`config.mk`:
```
export PLATFORM = sky130hd
export DESIGN_NAME = gate_route_demux
export DESIGN_NICKNAME = d
export VERILOG_FILES = /design/src/rtl/gate_pkg.sv /design/src/rtl/gate_cap_table.sv /design/src/rtl/gate_route_demux.sv
export SDC_FILE = /design/constraint.sdc
export NUM_CORES = 1
export LEC_CHECK = 0
export ABC_AREA = 1
export CAP_MARGIN = 25
export CORE_AREA = 5 5 469 471
export CTS_BUF_LIST = sky130_fd_sc_hd__clkbuf_4 sky130_fd_sc_hd__clkbuf_8
export CTS_CLUSTER_SIZE = 12
export DETAILED_ROUTE_END_ITERATION = 8
export DIE_AREA = 0 0 474 476
export GPL_TIMING_DRIVEN = 1
export PLACE_DENSITY = 0.3
export SLEW_MARGIN = 20
export SYNTH_ARGS = -nofsm -noshare
export SYNTH_HDL_FRONTEND = slang
export SYNTH_HIERARCHICAL = 1
export SYNTH_SLANG_ARGS = --single-unit
```
`constraint.sdc`:
```
create_clock -name aclk -period 1.8 [get_ports aclk]
set_input_delay 0.36 -clock aclk [delete_from_list [all_inputs] [get_ports aclk]]
set_output_delay 0.36 -clock aclk [all_outputs]
set_load 0.05 [all_outputs]
```
`src/rtl/gate_pkg.sv`:
```
// Shared definitions for the gate ingress steering stage.
// Holds the route-byte field layout, the capability word layout and the
// demux FSM state encoding.
package gate_pkg;

    localparam int unsigned ROUTE_BITS      = 8;
    localparam int unsigned ROUTE_DEST_LSB  = 0;
    localparam int unsigned ROUTE_DEST_BITS = 2;
    localparam int unsigned MAX_DESTS       = 1 << ROUTE_DEST_BITS;

    // Capability word doubles as the allowed route byte: low bits select the entry.
    typedef struct packed {
        logic [ROUTE_BITS-ROUTE_DEST_BITS-1:0] tag;
        logic [ROUTE_DEST_BITS-1:0]            idx;
    } cap_word_t;

    typedef enum logic [1:0] {
        ST_IDLE = 2'd0,
        ST_FWD  = 2'd1,
        ST_DROP = 2'd2
    } gate_demux_state_t;

endpackage

```
`src/rtl/gate_cap_table.sv`:
```
// Per-destination capability table with admit compare.
// Ports:
//   aclk, aresetn  clock and synchronous active-low reset
//   wr_en, wr_word write port; entry wr_word.idx gets the full word, valid set
//   lkp_word       route byte to check
//   admit_c        combinational: entry exists, is valid and equals the route byte
module gate_cap_table
    import gate_pkg::*;
#(
    parameter int unsigned N_DESTS = 4
) (
    input  logic      aclk,
    input  logic      aresetn,
    input  logic      wr_en,
    input  cap_word_t wr_word,
    input  cap_word_t lkp_word,
    output logic      admit_c
);

    cap_word_t                  entry [MAX_DESTS];
    logic [MAX_DESTS-1:0]       vld;
    logic [ROUTE_DEST_BITS-1:0] wr_idx;
    logic [ROUTE_DEST_BITS-1:0] lkp_idx;

    assign wr_idx  = wr_word[ROUTE_DEST_LSB +: ROUTE_DEST_BITS];
    assign lkp_idx = lkp_word[ROUTE_DEST_LSB +: ROUTE_DEST_BITS];

    // Table storage; valid bits only clear on reset.
    always_ff @(posedge aclk) begin
        if (!aresetn) begin
            vld <= '0;
            for (int i = 0; i < int'(MAX_DESTS); i++) begin
                entry[i] <= '0;
            end
        end else if (wr_en && (32'(wr_idx) < 32'(N_DESTS))) begin
            entry[wr_idx] <= wr_word;
            vld[wr_idx]   <= 1'b1;
        end
    end

    // Reads registered contents, so a same-cycle write never affects the result.
    assign admit_c = (32'(lkp_idx) < 32'(N_DESTS)) && vld[lkp_idx]
                     && (entry[lkp_idx] == lkp_word);

endmodule

```
`src/rtl/gate_route_demux.sv`:
```
// Ingress steering demux for the gate receive logic.
// Reads the route byte of each packet's first beat, checks it against the
// capability table, then forwards the whole packet to one destination or
// drops it and counts the drop.
// Ports:
//   aclk, aresetn        clock and synchronous active-low reset
//   cap_wr, cap_data     capability table write
//   s_t*                 ingress AXI4-Stream
//   m_tvalid/m_tready    per-destination handshake
//   m_tdata/tkeep/tlast  shared egress payload (combinational pass-through)
//   ul_port_out          destination of the current or last admitted packet
//   drop_cnt             saturating count of dropped packets
module gate_route_demux
    import gate_pkg::*;
#(
    parameter int unsigned N_DESTS   = 4,
    parameter int unsigned DATA_BITS = 512,
    parameter int unsigned ROUTE_LSB = 0
) (
    input  logic                   aclk,
    input  logic                   aresetn,
    input  logic                   cap_wr,
    input  logic [7:0]             cap_data,
    input  logic                   s_tvalid,
    output logic                   s_tready,
    input  logic [DATA_BITS-1:0]   s_tdata,
    input  logic [DATA_BITS/8-1:0] s_tkeep,
    input  logic                   s_tlast,
    output logic [N_DESTS-1:0]     m_tvalid,
    input  logic [N_DESTS-1:0]     m_tready,
    output logic [DATA_BITS-1:0]   m_tdata,
    output logic [DATA_BITS/8-1:0] m_tkeep,
    output logic                   m_tlast,
    output logic [1:0]             ul_port_out,
    output logic [31:0]            drop_cnt
);

    gate_demux_state_t          state;
    gate_demux_state_t          state_nxt;
    logic [ROUTE_DEST_BITS-1:0] dest_q;
    logic [ROUTE_DEST_BITS-1:0] dest_nxt;
    cap_word_t                  route;
    logic                       admit_c;
    logic                       sel_ready_c;
    logic                       drop_done_c;

    assign route = s_tdata[ROUTE_LSB +: ROUTE_BITS];

    gate_cap_table #(
        .N_DESTS (N_DESTS)
    ) u_cap_table (
        .aclk     (aclk),
        .aresetn  (aresetn),
        .wr_en    (cap_wr),
        .wr_word  (cap_data),
        .lkp_word (route),
        .admit_c  (admit_c)
    );

    // Ready of the currently selected sink.
    always_comb begin
        sel_ready_c = 1'b0;
        for (int i = 0; i < int'(N_DESTS); i++) begin
            if (dest_q == ROUTE_DEST_BITS'(i)) begin
                sel_ready_c = m_tready[i];
            end
        end
    end

    // State register.
    always_ff @(posedge aclk) begin
        if (!aresetn) begin
            state <= ST_IDLE;
        end else begin
            state <= state_nxt;
        end
    end

    // Next state and handshake outputs; m_tvalid never looks at m_tready.
    always_comb begin
        state_nxt   = state;
        dest_nxt    = dest_q;
        s_tready    = 1'b0;
        m_tvalid    = '0;
        drop_done_c = 1'b0;
        case (state)
            ST_IDLE: begin
                // First beat stays held; decision costs one bubble cycle.
                if (s_tvalid) begin
                    if (admit_c) begin
                        state_nxt = ST_FWD;
                        dest_nxt  = route.idx;
                    end else begin
                        state_nxt = ST_DROP;
                    end
                end
            end
            ST_FWD: begin
                s_tready = sel_ready_c;
                for (int i = 0; i < int'(N_DESTS); i++) begin
                    m_tvalid[i] = s_tvalid && (dest_q == ROUTE_DEST_BITS'(i));
                end
                if (s_tvalid && sel_ready_c && s_tlast) begin
                    state_nxt = ST_IDLE;
                end
            end
            ST_DROP: begin
                s_tready = 1'b1;
                if (s_tvalid && s_tlast) begin
                    drop_done_c = 1'b1;
                    state_nxt   = ST_IDLE;
                end
            end
            default: begin
                state_nxt = ST_IDLE;
            end
        endcase
    end

    // Selected destination and saturating drop counter.
    always_ff @(posedge aclk) begin
        if (!aresetn) begin
            dest_q   <= '0;
            drop_cnt <= '0;
        end else begin
            dest_q <= dest_nxt;
            if (drop_done_c && (drop_cnt != 32'hFFFF_FFFF)) begin
                drop_cnt <= drop_cnt + 32'd1;
            end
        end
    end

    assign ul_port_out = 2'(dest_q);
    assign m_tdata     = s_tdata;
    assign m_tkeep     = s_tkeep;
    assign m_tlast     = s_tlast;

endmodule

```
==> impl_metrics.csv <==
group,metric,value,unit
outcome,status,"complete, but fails checks",
outcome,violated_checks,"setup timing",
routing,routed_wirelength,152.6,mm
timing,setup_total_negative_slack,-0.6210,ns
setup_path,reg2reg_from,"drop_cnt[1]",
setup_path,critical_path_buf_inv_count,4,
timing,final_critical_path_setup_slack,-0.1784,ns
floorplan,die_area,225600,um^2
setup_path,timing.critical_path.depth,7,
clock_network,cts_max_path_buffers,2,
clock_network,postCtsHoldBufs,0,
clock_network,clock_tree.root_cell,"sky130_fd_sc_hd__clkbuf_8",
clock_network,ctsHtreeMaxLevel,3,
routing,route.detailed.wl_per_inst,42.16,um
flow_run,drv.max_cap_violation_count,0,
clock_network,clkSlewWorstSetupHoldPaths,0.07,ns
routing,route.detailed.drc,0,
layout,final_core_utilization,4.551,%
floorplan,io-pin-count,1209,
power_and_ir_drop,netSwitchingFraction,28.10,%
power_and_ir_drop,p_leak,2.748,nW
timing,period_minus_slack,1.978,ns
logic_synthesis,synthesis.area_per_instance,7.297,um^2
timing,timing.final.setup_violations,5,
setup_path,slowest_stage,"sky130_fd_sc_hd__clkdlybuf4s50_1",
setup_path,worstPathCellList,"clkdlybuf4s50_1 -> inv_1 -> nand3_1 -> nand4_1 -> a21oi_2 -> buf_6 -> buf_12",
power_and_ir_drop,clk_network_pwr_share,41.2,%
grt,grt_antenna_before_repair,11,
setup_path,critical_path.endpoint,"s_tready",
grt,global_routing_usage_summed_across_all_routing_layers,12.86,%
floorplan,initial_core_util,3.932,%
placement,place.gp.congestion,0.7646,
setup_path,setup.worst_path.start,"m_tready[0]",
power_and_ir_drop,power_report.internal_total,2.988,mW
placement,placedInstanceArea,9321,um^2
clock_network,tritoncts,"done",
clock_network,clock_insertion_delay_worst_skew,0.43,ns
grt,grt_pass1_wl,163.9,mm
power_and_ir_drop,vdd_ir_drop_max,291.1,uV
setup_path,crit_path_max_incr_delay,0.46,ns
placement,placement.io_buffers,72,
timing,final_max_slew_viol_count,0,
power_and_ir_drop,powerDensity,423.4,nW/um^2
logic_synthesis,synth_cells,1162,
setup_path,endpoint_kind,"output port",
routing,drt_first_iter_violations,297,
timing,hold_violations,0,
setup_path,timing.setup.critical_path_class,"in2out",
routing,viasPerCell,1.552,
layout,layout.nets,1350,
logic_synthesis,synth_warnings,6,
logic_synthesis,synth_seq_area_share,20.78,%
timing,rsz0062_at_grt,"true",
timing,fmax,0.5055,GHz
floorplan,core_region_area,215700,um^2
logic_synthesis,distinct_cells_synth,33,
routing,ant_nets,0,
timing,finClkSkew,0.02296,ns
power_and_ir_drop,combinationalPowerShare,15.5,%
grt,overflow,0,
setup_path,reg2reg_depth,10,
setup_path,r2r_slack,0.13,ns
layout,drive_gt1_share,31.53,%
grt,grt_start_max_net_pins,16,
setup_path,critPathLaunchType,"input pin",
floorplan,die_height,476,um
setup_path,critPathMaxFanout,2,
clock_network,cts-buffers-inserted,9,
setup_path,crit_required,1.44,ns
worst_hold_path,timing.hold.worst.start,"u_cap_table/vld[2]",
logic_synthesis,synthesis.area,8479,um^2
power_and_ir_drop,power.net_switching,1.168,mW
setup_path,timing.critical_path.arrival,1.62,ns
power_and_ir_drop,power.sequential.fraction,43.3,%
placement,dp.final_hpwl,145.9,mm
clock_network,clock_sink_count,72,
placement,pre_cts_setup_slack,-0.5183,ns
timing,min_period_over_period,109.9,%
logic_synthesis,yosys_register_bits,72,
routing,firstDrtPassIters,4,
layout,final_cell_area,9816,um^2
setup_path,r2r_end,"drop_cnt[26]",
layout,area_growth_syn_to_layout,15.76,%
worst_hold_path,timing.hold.worst.class,"reg2reg",
routing,vias,5617,
grt,grt_pass1_vias,5471,
floorplan,die_x,474,um
setup_path,crit_family,"buffers and inverters",
floorplan,fp_rows,171,
cell families (layout without fill, tap and decap cells):
| logic type | count (synthesis) | count (layout) | synth area share (%) |
|---|---|---|---|
| AOI/OAI and AO/OA | 45 | 45 | 3.099 |
| other | 1 | 12 | 0.04422 |
| xor gates and xnor gates | 14 | 14 | 1.446 |
| adders and majority gates | 4 | 4 | 0.5903 |
| DFF | 72 | 72 | 20.78 |
| buffers and inverters | 646 | 239 | 54.86 |
| and+or+nand+nor | 380 | 380 | 19.18 |
cells in the mapped netlist, drive strengths merged:
cell type | instances | share of area, %
buf | 587 | 52
nand2 | 231 | 11
nor2 | 92 | 4.6
inv | 56 | 2.5
dfxtp | 40 | 9.4
nand3 | 38 | 2.5
a21oi | 35 | 2.5
edfxtp | 32 | 11
o21ai | 10 | 0.59
xor2 | 8 | 0.83
nor3 | 6 | 0.35
xnor2 | 6 | 0.62
nand3b | 5 | 0.44
nand4 | 5 | 0.37
ha | 4 | 0.59
clkbuf | 3 | 0.13
or2 | 2 | 0.15
and2 | 1 | 0.074
conb | 1 | 0.044
registers in the layout, indices dropped and copies added, names as in the netlist:
| name | cells |
|---|---|
| drop_cnt | 32 |
| state | 2 |
| u_cap_table/entry | 32 |
| u_cap_table/vld | 4 |
| ul_port_out | 2 |
worst min-delay path by stage:
stage	to	cells after the start
3_3_place_gp	u_cap_table/vld[2]	2
3_5_place_dp	u_cap_table/vld[2]	2
5_1_grt	u_cap_table/vld[3]	2
2_1_floorplan	u_cap_table/vld[2]	2
6_report	u_cap_table/vld[2]	2
4_1_cts	u_cap_table/vld[2]	2
per-stage QoR:
stage	hold WS (ns)	power (mW)	cells
after global routing	0.5061	4.367	3613
after detailed placement	0.4650	2.471	3583
after floorplan	0.4186	5.507	1165
final	0.4751	4.156	3620
after CTS	0.4782	4.285	3609
after global placement	0.4601	2.479	3583
cells in the final DEF, fill, tap and decap left out, drive strengths merged:
master / instances
and2: 1
or2: 2
ha: 4
diode: 8
nand3b: 5
xor2: 8
nand3: 38
buf: 142
xnor2: 6
nand4: 5
dlymetal6s2s: 1
nor3: 6
clkinv: 3
o21ai: 10
clkbuf: 12
edfxtp: 32
dlygate4sd2: 2
conb: 4
clkdlybuf4s50: 20
nand2: 231
bufinv: 3
inv: 56
a21oi: 35
dfxtp: 40
nor2: 92
layer usage:
| metal | track usage (%) | vias to the layer above | wire, um |
|---|---|---|---|
| li1 | - | 2194 | - |
| met1 | 3.975 | 2212 | 17360 |
| met2 | 20.88 | 1000 | 70540 |
| met3 | 23.50 | 189 | 58330 |
| met4 | 4.362 | 22 | 4992 |
| met5 | 4.200 | - | 1409 |
power groups by stage:
stage	Combinational (mW)	Sequential, mW	Clock, mW
after global placement	0.632	1.85	0
after global routing	0.704	1.81	1.86
final	0.644	1.80	1.71
after CTS	0.648	1.80	1.84
after floorplan	3.68	1.83	0
after detailed placement	0.630	1.84	0
repair_timing:
item / in CTS / in global routing
buffers inserted: 10 / 2
setup endpoints to repair: 8 / 32
cloned: 0 / 1
pin swaps: 4 / 3
gates resized for setup: 23 / 13
tightest hold or removal path: cells and delay by family (launching register included):
kind | cells | cell delay (ns)
flops | 1 | 0.33
simple gates | 2 | 0.10
cell type report:
type / count / area, um^2
clock inverter: 6 / 107.6
fill: 25660 / 205900
sequential: 72 / 1808
antenna: 8 / 20.02
tap: 2854 / 3571
clock buffer: 10 / 131.4
inverter: 56 / 222.7
multi-input combinational: 447 / 2172
timing repair buffer: 167 / 1783
Power figures use the tool's default switching activity.
